==> config.mk <==
export PLATFORM = sky130hd
export DESIGN_NAME = ntt_fwd
export DESIGN_NICKNAME = d
export VERILOG_FILES = /design/src/rtl/ntt_fwd.sv
export SDC_FILE = /design/constraint.sdc
export NUM_CORES = 1
export LEC_CHECK = 0
export BUFFER_PORTS_ARGS = -buffer_cell sky130_fd_sc_hd__clkbuf_2
export CELL_PAD_IN_SITES_DETAIL_PLACEMENT = 0
export CELL_PAD_IN_SITES_GLOBAL_PLACEMENT = 2
export CORE_AREA = 2 2 120 180
export DETAILED_ROUTE_END_ITERATION = 8
export DIE_AREA = 0 0 122 182
export GPL_TIMING_DRIVEN = 0
export PLACE_DENSITY_LB_ADDON = 0.1
export SYNTH_ARGS = -nofsm -noshare
export SYNTH_HDL_FRONTEND = slang
export SYNTH_SLANG_ARGS = --single-unit
==> constraint.sdc <==
create_clock -name clk -period 16.5 [get_ports clk]
set_clock_uncertainty 0.1 [all_clocks]
set_input_delay 2.475 -clock clk [delete_from_list [all_inputs] [get_ports clk]]
set_output_delay 2.475 -clock clk [all_outputs]
set_load 0.005 [all_outputs]
==> src/rtl/ntt_fwd.sv <==
// ntt_fwd -- streaming negacyclic forward NTT over Z_q.
//
// Coefficients a[0..N-1] stream in on poly_in. Each one is reduced mod q,
// pre-scaled by phi[n] = PSI^n and written to a register file at address
// bitrev(n). An in-place radix-2 Cooley-Tukey pass of logN stages then runs
// one butterfly per cycle. The result X[0..N-1] streams out in natural order.
//
// Ports:
//   clk       in   rising-edge clock
//   reset_n   in   asynchronous active-low reset
//   in_valid  in   poly_in carries a coefficient
//   poly_in   in   [logq-1:0] input coefficient, natural order
//   in_ready  out  block accepts a coefficient this cycle (STORE)
//   out_valid out  poly_out carries a result (OUTPUT)
//   poly_out  out  [logq-1:0] result coefficient, natural order
//   out_ready in   downstream consumes poly_out this cycle
module ntt_fwd #(
  parameter int q    = 17,
  parameter int N    = 8,
  parameter int logq = 5,
  parameter int logN = 3,
  parameter int PSI  = 3
) (
  input  logic            clk,
  input  logic            reset_n,
  input  logic            in_valid,
  input  logic [logq-1:0] poly_in,
  output logic            in_ready,
  output logic            out_valid,
  output logic [logq-1:0] poly_out,
  input  logic            out_ready
);

  localparam int OMEGA = (PSI * PSI) % q;
  localparam int SW    = (logN > 1) ? $clog2(logN) : 1;

  localparam logic [1:0] ST_STORE   = 2'd0;
  localparam logic [1:0] ST_COMPUTE = 2'd1;
  localparam logic [1:0] ST_OUTPUT  = 2'd2;

  localparam logic [logq-1:0]   Q_L = logq'(q);
  localparam logic [logq:0]     Q_1 = (logq + 1)'(q);
  localparam logic [2*logq-1:0] Q_W = (2 * logq)'(q);

  // Twiddle tables base^0 .. base^(N-1) mod q, built at elaboration.
  typedef logic [N-1:0][logq-1:0] rom_t;

  function automatic rom_t gen_rom(input int base);
    rom_t   r;
    longint acc;
    acc = 1;
    for (int k = 0; k < N; k++) begin
      r[k] = logq'(acc);
      acc  = (acc * base) % q;
    end
    return r;
  endfunction

  localparam rom_t PHI = gen_rom(PSI);
  localparam rom_t W   = gen_rom(OMEGA);

  // Full-width product, then a single reduction.
  function automatic logic [logq-1:0] mul_mod(input logic [logq-1:0] a,
                                              input logic [logq-1:0] b);
    logic [2*logq-1:0] p;
    p = (2 * logq)'(a) * (2 * logq)'(b);
    return logq'(p % Q_W);
  endfunction

  // Operands are already < q, so one conditional correction suffices.
  function automatic logic [logq-1:0] add_mod(input logic [logq-1:0] a,
                                              input logic [logq-1:0] b);
    logic [logq:0] s;
    s = {1'b0, a} + {1'b0, b};
    if (s >= Q_1) s = s - Q_1;
    return s[logq-1:0];
  endfunction

  function automatic logic [logq-1:0] sub_mod(input logic [logq-1:0] a,
                                              input logic [logq-1:0] b);
    logic [logq:0] s;
    if (a >= b) s = {1'b0, a} - {1'b0, b};
    else        s = {1'b0, a} + Q_1 - {1'b0, b};
    return s[logq-1:0];
  endfunction

  function automatic logic [logN-1:0] bitrev(input logic [logN-1:0] v);
    logic [logN-1:0] r;
    for (int k = 0; k < logN; k++) r[k] = v[logN-1-k];
    return r;
  endfunction

  logic [1:0]      state_q, state_d;
  logic [logN-1:0] cnt_q, cnt_d;     // input index, butterfly index, output index
  logic [SW-1:0]   stg_q, stg_d;
  logic [logq-1:0] c_q [N];

  logic [logN-1:0] h_v, p_v, bf_i, bf_j, tw_idx;
  logic [logq-1:0] in_coef, t_v, sum_v, diff_v;
  logic            last_bf;

  assign in_ready  = (state_q == ST_STORE);
  assign out_valid = (state_q == ST_OUTPUT);
  assign poly_out  = out_valid ? c_q[cnt_q] : '0;

  // Butterfly addressing: h = 2^s, p = b mod h, i = (b>>s)*2h + p, j = i + h,
  // twiddle index p*N/(2h) = p << (logN-1-s).
  assign h_v     = logN'(1) << stg_q;
  assign p_v     = cnt_q & (h_v - 1'b1);
  assign bf_i    = ((cnt_q >> stg_q) << (int'(stg_q) + 1)) | p_v;
  assign bf_j    = bf_i | h_v;
  assign tw_idx  = p_v << (SW'(logN - 1) - stg_q);
  assign t_v     = mul_mod(c_q[bf_j], W[tw_idx]);
  assign sum_v   = add_mod(c_q[bf_i], t_v);
  assign diff_v  = sub_mod(c_q[bf_i], t_v);
  assign in_coef = mul_mod(poly_in % Q_L, PHI[cnt_q]);
  assign last_bf = (stg_q == SW'(logN - 1)) && (cnt_q == logN'(N / 2 - 1));

  // NOTE: every always_comb output gets a default first, so no path can
  // leave it unassigned and infer a latch.
  always_comb begin
    state_d = state_q;
    cnt_d   = cnt_q;
    stg_d   = stg_q;
    case (state_q)
      ST_STORE: begin
        if (in_valid) begin
          cnt_d = cnt_q + 1'b1;
          if (cnt_q == logN'(N - 1)) begin
            cnt_d   = '0;
            stg_d   = '0;
            state_d = ST_COMPUTE;
          end
        end
      end
      ST_COMPUTE: begin
        if (last_bf) begin
          cnt_d   = '0;
          stg_d   = '0;
          state_d = ST_OUTPUT;
        end else if (cnt_q == logN'(N / 2 - 1)) begin
          cnt_d = '0;
          stg_d = stg_q + 1'b1;
        end else begin
          cnt_d = cnt_q + 1'b1;
        end
      end
      ST_OUTPUT: begin
        if (out_ready) begin
          cnt_d = cnt_q + 1'b1;
          if (cnt_q == logN'(N - 1)) begin
            cnt_d   = '0;
            state_d = ST_STORE;
          end
        end
      end
      default: begin
        cnt_d   = '0;
        stg_d   = '0;
        state_d = ST_STORE;
      end
    endcase
  end

  // NOTE: sequential state uses non-blocking assignments so every flop
  // samples pre-edge values regardless of block ordering.
  always_ff @(posedge clk or negedge reset_n) begin
    if (!reset_n) begin
      state_q <= ST_STORE;
      cnt_q   <= '0;
      stg_q   <= '0;
    end else begin
      state_q <= state_d;
      cnt_q   <= cnt_d;
      stg_q   <= stg_d;
    end
  end

  // NOTE: the coefficient file has no reset; every entry is rewritten in
  // STORE before it is read, so clearing it would only cost reset fan-out.
  always_ff @(posedge clk) begin
    if (state_q == ST_STORE && in_valid) begin
      c_q[bitrev(cnt_q)] <= in_coef;
    end else if (state_q == ST_COMPUTE) begin
      c_q[bf_i] <= sum_v;
      c_q[bf_j] <= diff_v;
    end
  end

endmodule

# ---- Yosys cells after proc, flatten, opt, wreduce, memory -nomap -nowiden
# Memories as Yosys holds them, arrays and structs flattened.
# Cells that the tools add are included.
dict set report totals {
  reg_bits 7
  ramBits 40
  romBits 80
  in_bits 9
  output_inout_bits 7
  elab_cells 80
  n_memories 3
}
dict set report op_classes {
  addsub 10
  n_mul 2
  n_div 3
  magnitude_cmp 4
  eq_ne 11
  shift 4
  muxes 29
  bitwise_logic 4
  reduce_logical 7
}
# name depth word_bits rd rd_ports_with_merged_regs write_ports line_no
set memory_table {}
lappend memory_table {{(no name shown)} 8 5 1 0 0 116} ;# assign in_coef = mul_mod(poly_in % Q_L, PHI[cnt_q]);
lappend memory_table {{(no name shown)} 8 5 1 0 0 113} ;# assign t_v = mul_mod(c_q[bf_j], W[tw_idx]);
lappend memory_table {c_q 8 5 3 0 2 96} ;# logic [logq-1:0] c_q [N];
# operator n
set ops {}
lappend ops {{$mux W5} 6}
lappend ops {{$mod A10 B5 Y10 const B} 2}
lappend ops {{$mul A5 B5 Y10} 2}
lappend ops {{$mux W3} 6}
lappend ops {{$mux W2} 8}
lappend ops {{$pmux W2 S3} 2}
lappend ops {{$sub A5 B5 Y5} 2}
lappend ops {{$pmux W3 S3} 1}
lappend ops {{$lt A3 B4 Y1 const B} 2}
lappend ops {{$add A5 B5 Y6} 1}
lappend ops {{$ge A6 B5 Y1 const B} 1}
lappend ops {{$mux W1} 6}
lappend ops {{$ne A2 B1 Y1 const B} 3}
lappend ops {{$or A3 B3 Y3} 2}
lappend ops {{$add A5 B5 Y5 const B} 1}
lappend ops {{$ge A5 B5 Y1} 1}
lappend ops {{$mod A5 B5 Y5 const B} 1}
lappend ops {{$reduce_and A5 Y1} 1}
lappend ops {{$reduce_or A5 Y1} 1}
lappend ops {{$sub A5 B5 Y5 const B} 1}
lappend ops {{$eq A2 B2 Y1 const B} 2}
lappend ops {{$ne A2 B2 Y1 const B} 2}
lappend ops {{$reduce_and A4 Y1} 1}
lappend ops {{$add A2 B1 Y3 const B} 1}
lappend ops {{17 further kinds} 18}

# ---- Longest topological paths before layout
dict set report depth {
  word_depth 12
  ltp_mapped 58
  mapped_depth_nobuf 54
}

# ---- Worst setup path before layout
# OpenSTA, ideal clock, no wires.
dict set report synth_path {
  path_kind {reg2reg}
  startpoint {register stg_q[0]}
  endpoint {memory c_q[7][3] (data pin)}
  setup_ps 275
  arrival_ps 12361
  required_time_ps 16125
  slack_ps 3764
  path_stages_with_launch 55
  path_buffers 4
  synth_period_minus_slack_ps 12736
  cell_sequence {dfrtp_1 -> inv_1 -> ha_1 -> clkbuf_1 -> nor2_1 -> a21oi_1 -> nand2b_1 -> buf_1 -> mux4_2 -> mux2i_1 -> or2_2 -> fa_1 -> fa_1 -> fa_1 -> inv_1 -> ha_1 -> buf_4 -> xnor2_1 -> [... 19 more ...] -> o211ai_1 -> a31oi_4 -> nor2_2 -> mux2_4 -> ha_1 -> inv_1 -> a21oi_1 -> o21bai_1 -> xnor2_1 -> nand3b_1 -> o21ai_0 -> nand2_1 -> nand4_1 -> xnor2_1 -> nor2_1 -> nor2_1 -> a21oi_1 -> nor3_1}
}
# item line_no
set synth_lines {}
lappend synth_lines {{start, declared} 95} ;# logic [SW-1:0] stg_q, stg_d;
lappend synth_lines {{start signal, assigned} 175} ;# stg_q <= stg_d;
lappend synth_lines {{end, declared} 96}

==> impl_results.md <==
* Status: finished, final reports clean
* Final Core Density at 42.8%
* CTS Buffer Depth at 2
* Design area at about 0.009 sq mm
* CTS buffer count at 5
* Port Buf Inserts at 15
* Fillers at 2163
* Detail Route Antenna Nets at 0
* Final critical-path share of the clock period at 92.8%
* Setup crit end kind: register
* Shortest period the worst path allows at 15310 ps
* Fmax at 0.0653 GHz
* First-pass GRT wire length at 41100 microns
* GRT Residual Overflow at 0
* Unrepaired setup endpoints after global routing: no
* CTS tree: built
* Drt wl/cell at 20.1 microns
* Initial DRT Pass Iterations at 5
* Post-synth EDFFs at 40
* Largest net degree at the start of global routing at 18
* Nets at 1118
* Die Span Y at 182 microns
* Cell variety after synth at 104
* Synthesized cell area at 0.00829 sq mm
* DR iter-0 viols at 496
* Chip width at 122 microns
* Flop and latch count out of synthesis at 47
* Slew Viols, Final at 0
* Required time worst endpoint at 16410 ps
* Starting density of the core at around two fifths
* Async set or reset register ratio after synthesis at 14.9%
* Endpoints failing setup at 0
* Gpl congestion at between 0.8 and 0.9
* Final Hold Vio Count at 0
* Clock sink total at 47
* CORE AREA at 0.0207 sq mm
* Post-Syn Instances at between 900 and 1000
* Dpl cell area at 0.00871 sq mm
* Syn_area_per_cell at roughly 8.3 sq um
* Share of the synthesized area in the top cell type at 14.5%
* HP Class: reg2reg
* Placed wire-length estimate at about 21000 microns
* Crit Path Class: reg2reg
* Area Overhead vs Synth at 7.02%
* Slowest cell delay on critical path at 800 ps
* DR vias/cell at roughly 6
* Share of cells above drive strength 1 at 11.2%
* Worst slew margin at 23.5%
* Mapped Nets at 1095
* Critical Path Fanout Max at 10
* Root Buffer: clkbuf_16
* Routed wire length at 25800 microns
* Die area at approximately 0.022 sq mm
* I/O Pins at 16
* Clock-pin slew on the worst setup and hold paths at 60 ps
* Clock Latency Late Sink at approximately 310 ps
* Ranking of synthesized cells by area: edfxtp_1 14%, ha_1 11%, nor2_1 5.2%
* CP max stage cell: a311oi_1
* Core Rows at 65
* Vias in the first global route at 7791
* Vias at 7726
* CP Launch Type: register
* Setup bufs post-CTS at 0
* Global Route Usage Sum at 23.5%
* Ys flop type: edfxtp_1
* Level count of the clock H-tree at 2
* Sequential share of the synthesized area at 16.6%
* Drt drc at 0
* Antenna violations before repair at 0
* Arrival @ worst endpoint at between 15000 and 20000 ps
* Ant. Diodes at 0
* Setup TNS at 0 ps
* Max cap viols at 0
* Count of yosys warnings during synthesis at 0
* Worst slew pin tran at between 1000 and 1500 ps
* Area leader, netlist: edfxtp_1
worst max-delay path: cells and delay by family (launching register included):
kind            cells  cell delay, ps
compound gates     14            3830
simple gates       13            3680
fa+ha+maj           8            3030
mux                 5            1810
buf+inv             8            1640
flops               1             510
xor+xnor            2             390
Yosys cell counts, types with 14 or more instances:
master	number
nor2b_1	23
nor3_1	17
mux4_2	18
clkbuf_1	24
nor2_1	115
or2_2	19
a211oi_1	35
nand2_1	78
mux2i_1	41
fa_1	20
inv_1	63
o21ai_0	53
ha_1	73
a21oi_1	52
edfxtp_1	40
nand3_1	24
xnor2_1	20
a21o_1	14
o211ai_1	15
registers in the layout (all words and copies together), names as in the netlist:
| register | cells |
|---|---|
| state_q | 2 |
| c_q | 40 |
| stg_q | 2 |
| cnt_q | 3 |
through the flow:
step                setup slack, ps  hold WS [ps]  instances
floorplan                      3760           509        993
global placement               1020           593       1276
detailed placement             1060           592       1277
CTS                             998           610       1285
global route                   50.2           670       1285
finish                         1190           611       1285
cells by family after synthesis:
| family | count (synthesis) | synth area share (%) |
|---|---|---|
| AOI/OAI and AO/OA | 291 | 26.1 |
| xor gates and xnor gates | 33 | 3.49 |
| adders and majority gates | 93 | 15.9 |
| buffers and inverters | 100 | 4.73 |
| DFF | 47 | 16.6 |
| muxes | 70 | 11.4 |
| and+or+nand+nor | 359 | 21.9 |
timing repair:
item                       4_1_cts  5_1_grt
hold buffers                     0        0
gates resized for setup          0        2
setup endpoints to repair        0        2
routing by layer:
| metal | share of wire [%] | GRT usage, % | vias up |
|---|---|---|---|
| met5 | 0 | 0 | - |
| met4 | 3.9 | 9.84 | 0 |
| met3 | 1.9 | 0.503 | 49 |
| met2 | 59 | 49.1 | 145 |
| met1 | 36 | 23.2 | 3736 |
| li1 | - | - | 3796 |
path summary, 6_finish.rpt:
path                          start    endpoint  slack [ps]  cells after the start
setup / recovery           stg_q[0]   c_q[7][0]        1190                     50
hold / removal             stg_q[1]    stg_q[1]         610                      2
setup reg to reg           stg_q[0]   c_q[7][0]        1190                     50
hold reg to reg            stg_q[1]    stg_q[1]         610                      2
max in group asynchronous   reset_n    cnt_q[1]       14220                      1
min in group asynchronous   reset_n  state_q[1]        1910                      1
final cells by class:
cell class	instances	area, sq um	share of cell area [%]
Multi-Input combinational cell	846	6530	73.6
Clock inverter	3	27.5	0.310
Clock buffer	5	125	1.41
Timing Repair Buffer	16	82.6	0.931
Buffer	36	151	1.71
Inverter	64	240	2.71
Tap cell	268	335	3.78
Sequential cell	47	1380	15.5
layout by cell type (no fill, tap or decap), types with 9 or more instances in the layout:
cell and instances:
a2111oi_0 10, clkbuf_2 15, nand4_1 12, o21ai_0 52, xor2_1 13, o21a_1 10, ha_1 73, a211oi_1 35
mux2_2 9, nor3_1 17, clkbuf_1 24, a21o_1 14, nand3_1 24, edfxtp_1 40, o211a_1 10, or2_2 19
o211ai_1 15, mux2i_1 41, fa_1 20, xnor2_1 20, nand2_1 78, nor2_1 115, mux4_2 18, inv_1 63
a31oi_1 9, or3_1 9, nor2b_1 23, a21oi_1 52
Power is not shown: default switching activity piles up to over one toggle a cycle in this logic, so the estimate is an artifact.
